File: config.mk
export PLATFORM = sky130hd
export DESIGN_NAME = uart_rx_frame_ctrl_flat
export DESIGN_NICKNAME = d
export VERILOG_FILES = /design/src/rtl/uart_rx_frame_ctrl_pkg.sv /design/src/rtl/uart_rx_frame_ctrl_if.sv /design/src/rtl/uart_rx_frame_ctrl_edge_bit_counter.sv /design/src/rtl/uart_rx_frame_ctrl.sv /design/src/flat_wrapper.sv
export SDC_FILE = /design/constraint.sdc
export NUM_CORES = 1
export LEC_CHECK = 0
export ABC_AREA = 0
export CORE_MARGIN = 5
export CORE_UTILIZATION = 50
export CTS_BUF_LIST = sky130_fd_sc_hd__clkbuf_8
export CTS_CLUSTER_SIZE = 14
export DETAILED_ROUTE_END_ITERATION = 10
export PLACE_DENSITY = 0.78
export SLEW_MARGIN = 40
export SYNTH_ARGS = -nofsm -noshare
export SYNTH_HDL_FRONTEND = slang
export SYNTH_SLANG_ARGS = --single-unit
File: constraint.sdc
create_clock -name CLK -period 2.32 [get_ports CLK]
set_input_delay 0.232 -clock CLK [delete_from_list [all_inputs] [get_ports CLK]]
set_output_delay 0.232 -clock CLK [all_outputs]
set_load 0.02 [all_outputs]
File: src/rtl/uart_rx_frame_ctrl_pkg.sv
// Shared types and constants for the UART receive frame controller.
// Optional feature macro used by this slice: UART_RX_ERR_CNT_EN.
package uart_rx_pkg;

  localparam int DATA_WIDTH_DEF = 8;
  localparam int PRESCALE_W_DEF = 6;
  localparam int PRESCALE_MIN   = 4;

  typedef enum logic [2:0] {
    IDLE   = 3'd0,
    START  = 3'd1,
    DATA   = 3'd2,
    PARITY = 3'd3,
    STOP   = 3'd4
  } rx_state_e;

endpackage

File: src/rtl/uart_rx_frame_ctrl_if.sv
// Bus between the frame controller and its neighbouring RX stages.
// With UART_RX_ERR_CNT_EN defined the bus also carries err_cnt_clr/err_cnt.
interface uart_rx_frame_ctrl_if
  import uart_rx_pkg::*;
#(
  parameter int PRESCALE_W = PRESCALE_W_DEF
);
  logic                  RX_IN;
  logic                  PAR_EN;
  logic [PRESCALE_W-1:0] Prescale;
  logic                  strt_glitch;
  logic                  par_err;
  logic                  stp_err;
  logic [PRESCALE_W-1:0] edge_cnt;
  logic [3:0]            bit_cnt;
  logic                  dat_samp_en;
  logic                  deser_en;
  logic                  strt_chk_en;
  logic                  par_chk_en;
  logic                  stp_chk_en;
  logic                  data_valid;
  logic                  frame_err;
`ifdef UART_RX_ERR_CNT_EN
  logic                  err_cnt_clr;
  logic [7:0]            err_cnt;

  modport master (
    output RX_IN, PAR_EN, Prescale, strt_glitch, par_err, stp_err, err_cnt_clr,
    input  edge_cnt, bit_cnt, dat_samp_en, deser_en, strt_chk_en, par_chk_en,
           stp_chk_en, data_valid, frame_err, err_cnt
  );
  modport slave (
    input  RX_IN, PAR_EN, Prescale, strt_glitch, par_err, stp_err, err_cnt_clr,
    output edge_cnt, bit_cnt, dat_samp_en, deser_en, strt_chk_en, par_chk_en,
           stp_chk_en, data_valid, frame_err, err_cnt
  );
`else
  modport master (
    output RX_IN, PAR_EN, Prescale, strt_glitch, par_err, stp_err,
    input  edge_cnt, bit_cnt, dat_samp_en, deser_en, strt_chk_en, par_chk_en,
           stp_chk_en, data_valid, frame_err
  );
  modport slave (
    input  RX_IN, PAR_EN, Prescale, strt_glitch, par_err, stp_err,
    output edge_cnt, bit_cnt, dat_samp_en, deser_en, strt_chk_en, par_chk_en,
           stp_chk_en, data_valid, frame_err
  );
`endif
endinterface

File: src/rtl/uart_rx_frame_ctrl_edge_bit_counter.sv
// Bit-period timer: owns edge_cnt, bit_cnt and the latched (clamped)
// prescale, and decodes the strobe point (P-2) and end of bit (P-1).
module uart_edge_bit_counter
  import uart_rx_pkg::*;
#(
  parameter int PRESCALE_W = PRESCALE_W_DEF
) (
  input  logic                  clk_i,
  input  logic                  rst_n_i,
  input  logic                  start_i,     // frame start: latch prescale, zero edge_cnt
  input  logic                  active_i,    // FSM outside IDLE
  input  logic                  bit_clr_i,   // entering DATA
  input  logic                  bit_inc_i,   // next data bit
  input  logic [PRESCALE_W-1:0] prescale_i,
  output logic [PRESCALE_W-1:0] edge_cnt_o,
  output logic [3:0]            bit_cnt_o,
  output logic                  end_bit_o,
  output logic                  strobe_pt_o
);
  localparam logic [PRESCALE_W-1:0] P_MIN = PRESCALE_W'(PRESCALE_MIN);
  localparam logic [PRESCALE_W-1:0] ONE   = PRESCALE_W'(1);
  localparam logic [PRESCALE_W-1:0] TWO   = PRESCALE_W'(2);

  logic [PRESCALE_W-1:0] prescale_q, prescale_d;
  logic [PRESCALE_W-1:0] edge_q, edge_d;
  logic [3:0]            bit_q, bit_d;

  assign end_bit_o   = (edge_q == (prescale_q - ONE));
  assign strobe_pt_o = (edge_q == (prescale_q - TWO));
  assign edge_cnt_o  = edge_q;
  assign bit_cnt_o   = bit_q;

  // Next-state for the prescale latch, edge counter and bit counter.
  always_comb begin
    prescale_d = prescale_q;
    edge_d     = edge_q;
    bit_d      = bit_q;
    if (start_i) begin
      prescale_d = (prescale_i < P_MIN) ? P_MIN : prescale_i;
      edge_d     = '0;
    end else if (active_i) begin
      edge_d = end_bit_o ? '0 : (edge_q + ONE);
    end else begin
      edge_d = '0;
    end
    if (bit_clr_i) begin
      bit_d = 4'd0;
    end else if (bit_inc_i) begin
      bit_d = bit_q + 4'd1;
    end else begin
      bit_d = bit_q;
    end
  end

  // Counter and prescale registers.
  always_ff @(posedge clk_i or negedge rst_n_i) begin
    if (!rst_n_i) begin
      prescale_q <= '0;
      edge_q     <= '0;
      bit_q      <= 4'd0;
    end else begin
      prescale_q <= prescale_d;
      edge_q     <= edge_d;
      bit_q      <= bit_d;
    end
  end

endmodule

File: src/rtl/uart_rx_frame_ctrl.sv
// UART RX frame controller: start detection, per-bit strobes for the RX
// stages, error collection and one-cycle data_valid / frame_err result.
// Optional macro UART_RX_ERR_CNT_EN adds a saturating 8-bit error counter.
module uart_rx_frame_ctrl
  import uart_rx_pkg::*;
#(
  parameter int DATA_WIDTH = DATA_WIDTH_DEF,
  parameter int PRESCALE_W = PRESCALE_W_DEF
) (
  input logic                CLK,
  input logic                RST,
  uart_rx_frame_ctrl_if.slave bus
);
  rx_state_e             state_q, state_d;
  logic                  par_en_q, par_en_d;
  logic                  sticky_q, sticky_d;
  logic                  data_valid_q, data_valid_d;
  logic                  frame_err_q, frame_err_d;
  logic                  start_s, bit_clr_s, bit_inc_s;
  logic                  end_bit_s, strobe_pt_s, active_s;
  logic [PRESCALE_W-1:0] edge_cnt_s;
  logic [3:0]            bit_cnt_s;

  assign active_s = (state_q != IDLE);

  uart_edge_bit_counter #(.PRESCALE_W(PRESCALE_W)) u_cnt (
    .clk_i       (CLK),
    .rst_n_i     (RST),
    .start_i     (start_s),
    .active_i    (active_s),
    .bit_clr_i   (bit_clr_s),
    .bit_inc_i   (bit_inc_s),
    .prescale_i  (bus.Prescale),
    .edge_cnt_o  (edge_cnt_s),
    .bit_cnt_o   (bit_cnt_s),
    .end_bit_o   (end_bit_s),
    .strobe_pt_o (strobe_pt_s)
  );

  // FSM state register.
  always_ff @(posedge CLK or negedge RST) begin
    if (!RST) begin
      state_q <= IDLE;
    end else begin
      state_q <= state_d;
    end
  end

  // FSM next-state; a low line at the edge that ends STOP starts the next
  // frame straight away so back-to-back frames lose no cycle.
  always_comb begin
    state_d   = state_q;
    start_s   = 1'b0;
    bit_clr_s = 1'b0;
    bit_inc_s = 1'b0;
    case (state_q)
      IDLE: begin
        if (!bus.RX_IN) begin
          state_d = START;
          start_s = 1'b1;
        end else begin
          state_d = IDLE;
        end
      end
      START: begin
        if (end_bit_s) begin
          if (bus.strt_glitch) begin
            state_d = IDLE;
          end else begin
            state_d   = DATA;
            bit_clr_s = 1'b1;
          end
        end else begin
          state_d = START;
        end
      end
      DATA: begin
        if (end_bit_s) begin
          if (bit_cnt_s == 4'(DATA_WIDTH - 1)) begin
            state_d = par_en_q ? PARITY : STOP;
          end else begin
            bit_inc_s = 1'b1;
          end
        end else begin
          state_d = DATA;
        end
      end
      PARITY: begin
        if (end_bit_s) begin
          state_d = STOP;
        end else begin
          state_d = PARITY;
        end
      end
      STOP: begin
        if (end_bit_s) begin
          if (!bus.RX_IN) begin
            state_d = START;
            start_s = 1'b1;
          end else begin
            state_d = IDLE;
          end
        end else begin
          state_d = STOP;
        end
      end
      default: begin
        state_d = IDLE;
      end
    endcase
  end

  // FSM outputs: strobes decoded from state and the bit-period position.
  always_comb begin
    bus.dat_samp_en = active_s;
    bus.strt_chk_en = (state_q == START)  && strobe_pt_s;
    bus.deser_en    = (state_q == DATA)   && strobe_pt_s;
    bus.par_chk_en  = (state_q == PARITY) && strobe_pt_s;
    bus.stp_chk_en  = (state_q == STOP)   && strobe_pt_s;
    bus.edge_cnt    = edge_cnt_s;
    bus.bit_cnt     = bit_cnt_s;
    bus.data_valid  = data_valid_q;
    bus.frame_err   = frame_err_q;
  end

  // Frame datapath next-state: PAR_EN latch, sticky parity error, result pulses.
  always_comb begin
    par_en_d     = start_s ? bus.PAR_EN : par_en_q;
    sticky_d     = sticky_q;
    data_valid_d = 1'b0;
    frame_err_d  = 1'b0;
    if ((state_q == PARITY) && end_bit_s) begin
      sticky_d = sticky_q | bus.par_err;
    end else if ((state_q == STOP) && end_bit_s) begin
      sticky_d     = 1'b0;
      data_valid_d = !bus.stp_err && !sticky_q;
      frame_err_d  = bus.stp_err || sticky_q;
    end else begin
      sticky_d = sticky_q;
    end
  end

  // Frame datapath registers.
  always_ff @(posedge CLK or negedge RST) begin
    if (!RST) begin
      par_en_q     <= 1'b0;
      sticky_q     <= 1'b0;
      data_valid_q <= 1'b0;
      frame_err_q  <= 1'b0;
    end else begin
      par_en_q     <= par_en_d;
      sticky_q     <= sticky_d;
      data_valid_q <= data_valid_d;
      frame_err_q  <= frame_err_d;
    end
  end

`ifdef UART_RX_ERR_CNT_EN
  logic       glitch_abort_s;
  logic [7:0] err_cnt_q, err_cnt_d;

  assign glitch_abort_s = (state_q == START) && end_bit_s && bus.strt_glitch;
  assign bus.err_cnt    = err_cnt_q;

  // Error counter next-state: clear wins, otherwise saturating increment.
  always_comb begin
    err_cnt_d = err_cnt_q;
    if (bus.err_cnt_clr) begin
      err_cnt_d = 8'd0;
    end else if ((frame_err_d || glitch_abort_s) && (err_cnt_q != 8'hFF)) begin
      err_cnt_d = err_cnt_q + 8'd1;
    end else begin
      err_cnt_d = err_cnt_q;
    end
  end

  // Error counter register.
  always_ff @(posedge CLK or negedge RST) begin
    if (!RST) begin
      err_cnt_q <= 8'd0;
    end else begin
      err_cnt_q <= err_cnt_d;
    end
  end
`endif

endmodule

File: src/flat_wrapper.sv
// flat-port wrapper written by rule: the top's interface ports become plain ports
module uart_rx_frame_ctrl_flat import uart_rx_pkg::*;
#(
  parameter int DATA_WIDTH = DATA_WIDTH_DEF,
  parameter int PRESCALE_W = PRESCALE_W_DEF
)
  (CLK, RST, bus_RX_IN, bus_PAR_EN, bus_Prescale, bus_strt_glitch, bus_par_err, bus_stp_err, bus_edge_cnt, bus_bit_cnt, bus_dat_samp_en, bus_deser_en, bus_strt_chk_en, bus_par_chk_en, bus_stp_chk_en, bus_data_valid, bus_frame_err);
  uart_rx_frame_ctrl_if #(.PRESCALE_W(PRESCALE_W)) bus_i ();
  input logic CLK;
  input logic RST;
  input wire logic [$bits(bus_i.RX_IN)-1:0] bus_RX_IN;
  input wire logic [$bits(bus_i.PAR_EN)-1:0] bus_PAR_EN;
  input wire logic [$bits(bus_i.Prescale)-1:0] bus_Prescale;
  input wire logic [$bits(bus_i.strt_glitch)-1:0] bus_strt_glitch;
  input wire logic [$bits(bus_i.par_err)-1:0] bus_par_err;
  input wire logic [$bits(bus_i.stp_err)-1:0] bus_stp_err;
  output wire logic [$bits(bus_i.edge_cnt)-1:0] bus_edge_cnt;
  output wire logic [$bits(bus_i.bit_cnt)-1:0] bus_bit_cnt;
  output wire logic [$bits(bus_i.dat_samp_en)-1:0] bus_dat_samp_en;
  output wire logic [$bits(bus_i.deser_en)-1:0] bus_deser_en;
  output wire logic [$bits(bus_i.strt_chk_en)-1:0] bus_strt_chk_en;
  output wire logic [$bits(bus_i.par_chk_en)-1:0] bus_par_chk_en;
  output wire logic [$bits(bus_i.stp_chk_en)-1:0] bus_stp_chk_en;
  output wire logic [$bits(bus_i.data_valid)-1:0] bus_data_valid;
  output wire logic [$bits(bus_i.frame_err)-1:0] bus_frame_err;
  assign bus_i.RX_IN = bus_RX_IN;
  assign bus_i.PAR_EN = bus_PAR_EN;
  assign bus_i.Prescale = bus_Prescale;
  assign bus_i.strt_glitch = bus_strt_glitch;
  assign bus_i.par_err = bus_par_err;
  assign bus_i.stp_err = bus_stp_err;
  assign bus_edge_cnt = bus_i.edge_cnt;
  assign bus_bit_cnt = bus_i.bit_cnt;
  assign bus_dat_samp_en = bus_i.dat_samp_en;
  assign bus_deser_en = bus_i.deser_en;
  assign bus_strt_chk_en = bus_i.strt_chk_en;
  assign bus_par_chk_en = bus_i.par_chk_en;
  assign bus_stp_chk_en = bus_i.stp_chk_en;
  assign bus_data_valid = bus_i.data_valid;
  assign bus_frame_err = bus_i.frame_err;
  uart_rx_frame_ctrl #(.DATA_WIDTH(DATA_WIDTH), .PRESCALE_W(PRESCALE_W)) u_core (.CLK(CLK), .RST(RST), .bus(bus_i));
endmodule
==> flow_summary.json <==
{
  "outcome": "completed",
  "cts_tree": "yes",
  "cts-root-buf": "clkbuf_8",
  "irDropWorstVdd_uv": 933,
  "dp.cells": 222,
  "numPortBuffers": 29,
  "boundaryPins": 30,
  "finalSetupViolCount": 0,
  "dr.pass1.iters": 4,
  "synth.largest_area_cell": "dfrtp_1",
  "synthArstFlopShare_pct": 100,
  "cp-end-kind": "flop",
  "htreeDepth": 1,
  "insertion_delay_ns": 0.26,
  "vias": 1345,
  "ctsHoldBuffers": 0,
  "worstPathRequired_ns": 2.48,
  "slew_viol_final": 0,
  "rsz0062_at_grt": "no",
  "yosys_warnings": 0,
  "post-route-util_pct": 69.8,
  "rows": 19,
  "p_per_area_nw_per_um2": 1380,
  "syn_area_um2": 1440,
  "r2r_setup_slack_ns": 0.13,
  "path_clk_slew_ns": 0.08,
  "critPathBufInv": 2,
  "antenna_found_initial": 0,
  "path_cells": "inv_2, buf_4, ha_1, xnor2_1, nor2_1, o31a_1, or2_4, o41ai_2",
  "layout-drive-gt1-share_pct": 21.5,
  "synth_area_per_cell_um2": 9.73,
  "dieHeight_um": 63.7,
  "syn_nets": 166,
  "hp-class": "input pin to asynchronous set/reset pin",
  "timing.final.crit_share_pct": 94.6,
  "synth_ff_type": "dfrtp_1",
  "cts_buffers": 3,
  "tightest_slew_ns": 0.386,
  "synth_edf_count": 0,
  "die-area_um2": 4050,
  "wl_um": 3720,
  "ant_nets": 0,
  "cts_buffer_depth": 2,
  "min_period_ns": 2.19,
  "grt_pass1_vias": 1356,
  "grt_usage_pct": 19.6,
  "relSlewSlack_pct": 74.2,
  "coreArea_um2": 2760,
  "yosys-top-cells-area": "dfrtp_1, nor3_1, ha_1",
  "drc": 0,
  "diodes": 0,
  "vias_per_cell": 5.95,
  "netlist.area_leader.share_pct": 40.0,
  "worstSetupStartpointType": "flop",
  "die_w_um": 63.7,
  "numClockSinks": 23,
  "setup_slack_ns": 0.125,
  "path_delay_family": "compound AO/OA/AOI/OAI gates",
  "synth_cells": 148,
  "drt-wirelength-per-cell_um": 16.5,
  "dpl.hpwl_um": 2800,
  "syn_to_final_growth_pct": 33.7,
  "dp_slack_ns": -0.0977,
  "cp_max_fo": 8,
  "stdcell_count": 226,
  "cellLeakagePower_nw": 0.832,
  "cts_setup_buffers": 0,
  "start_util_pct": 52.2,
  "drv_cap": 0,
  "nFillCells": 224,
  "final_hold_viol_count": 0,
  "gp_congestion": 0.849,
  "ys_ff_latch": 23,
  "grt_pass1_wl_um": 6370,
  "overflow": 0,
  "synth_cell_types": 44,
  "fin_nets": 214,
  "critPathSlowestCell": "o31a_1",
  "fin_skew_ns": 0.00379,
  "crit_type": "flop to flop",
  "synth_seq_area_share_pct": 40.0,
  "first_iter_violations": 85,
  "max_stage_delay_ns": 0.41,
  "grt_start_max_net_pins": 24,
  "crit_arrival_ns": 2.36,
  "clock.fmax_mhz": 456
}
==> kinds of logic after synthesis <==
logic type | Yosys count | share of synthesized area (%)
simple gates | 58 | 21.3
compound gates | 28 | 16.2
flops | 23 | 40.0
xor+xnor | 14 | 8.51
buf+inv | 13 | 4.43
mux | 7 | 5.30
fa+ha+maj | 5 | 4.34
==> through the flow <==
stage,setup TNS [ns],hold WS [ns],power [W],area [um^2]
after floorplan,0,-0.0636,0.00174,1440
after global placement,0,0.478,0.00229,1880
after detailed placement,-0.265,0.492,0.00236,1880
after CTS,0,0.333,0.00262,1930
after global routing,0,0.356,0.00285,1930
final,0,0.320,0.00266,1930
==> Yosys cell counts, drive strengths merged, types with 3 or more instances <==
cell / number
a21oi: 4
o211ai: 3
xor2: 7
nand3: 4
or3: 3
nor3: 14
inv: 7
nand4: 3
ha: 5
nor2: 14
mux2: 5
nand2b: 4
o31ai: 4
xnor2: 7
nand2: 6
dfrtp: 23
clkbuf: 4
==> metal layers <==
metal	wire (um)	global-route usage [%]
met5	0	0
met2	1780	30.6
met1	1640	25.9
met4	54	8.05
met3	247	4.44
==> state kept, by name (all words and copies together) (netlist names) <==
name and count:
u_core.par_en_q 1, u_core.u_cnt.edge_cnt_o 6, u_core.bus.frame_err 1, u_core.u_cnt.prescale_q 6, u_core.state_q 3, u_core.u_cnt.bit_cnt_o 4, u_core.bus.data_valid 1, u_core.sticky_q 1
==> repair_timing <==
action / CTS / global route
pin swaps: 0 / 1
gates resized for setup: 17 / 5
endpoints found under the setup margin: 4 / 15
==> power by group <==
| part | total (W) | internal [W] | switching, W |
|---|---|---|---|
| clock network | 0.000244 | 0.000118 | 0.000126 |
| logic | 0.00169 | 0.000795 | 0.000896 |
| registers | 0.000728 | 0.000556 | 0.000171 |
==> path summary, 6_finish.rpt <==
| check | startpoint | endpoint | cells after the start |
|---|---|---|---|
| max | u_core.u_cnt.prescale_q[1] | u_core.u_cnt.bit_cnt_o[0] | 8 |
| min | RST | u_core.u_cnt.prescale_q[0] | 2 |
| max reg2reg | u_core.u_cnt.prescale_q[1] | u_core.u_cnt.bit_cnt_o[0] | 8 |
| min reg2reg | u_core.sticky_q | u_core.bus.data_valid | 1 |
| max in group asynchronous | RST | u_core.u_cnt.edge_cnt_o[1] | 2 |
| min in group CLK | u_core.sticky_q | u_core.bus.data_valid | 1 |
==> placed cells by master (no fill, tap or decap), types with 2 or more instances in the layout <==
cell type,netlist,final
clkbuf_8,0,3
buf_4,0,20
mux2_2,5,5
dfrtp_1,23,23
nand3b_1,2,2
nand2b_1,4,4
nor2_1,14,14
nand4_1,3,3
nand3_1,4,4
buf_2,0,3
o2bb2ai_1,2,2
xor2_1,7,7
nor3_1,14,14
nand2_1,6,6
inv_2,1,2
mux2i_1,2,2
ha_1,5,4
clkdlybuf4s50_1,0,25
o211ai_1,2,2
o31a_1,2,2
o21ai_0,2,2
a21oi_1,4,4
inv_1,6,6
o31ai_1,4,4
or3_1,3,3
xnor2_1,7,7
==> final cells by class <==
class	instances	area [um^2]	area share, %
multi-input combinational	112	820	42.6
clock inverter	1	3.75	0.195
tap	31	38.8	2.01
clock buffer	3	41.3	2.14
inverter	7	26.3	1.36
sequential	23	576	29.9
timing repair buffer	49	420	21.8
Power figures use the tool's default switching activity.
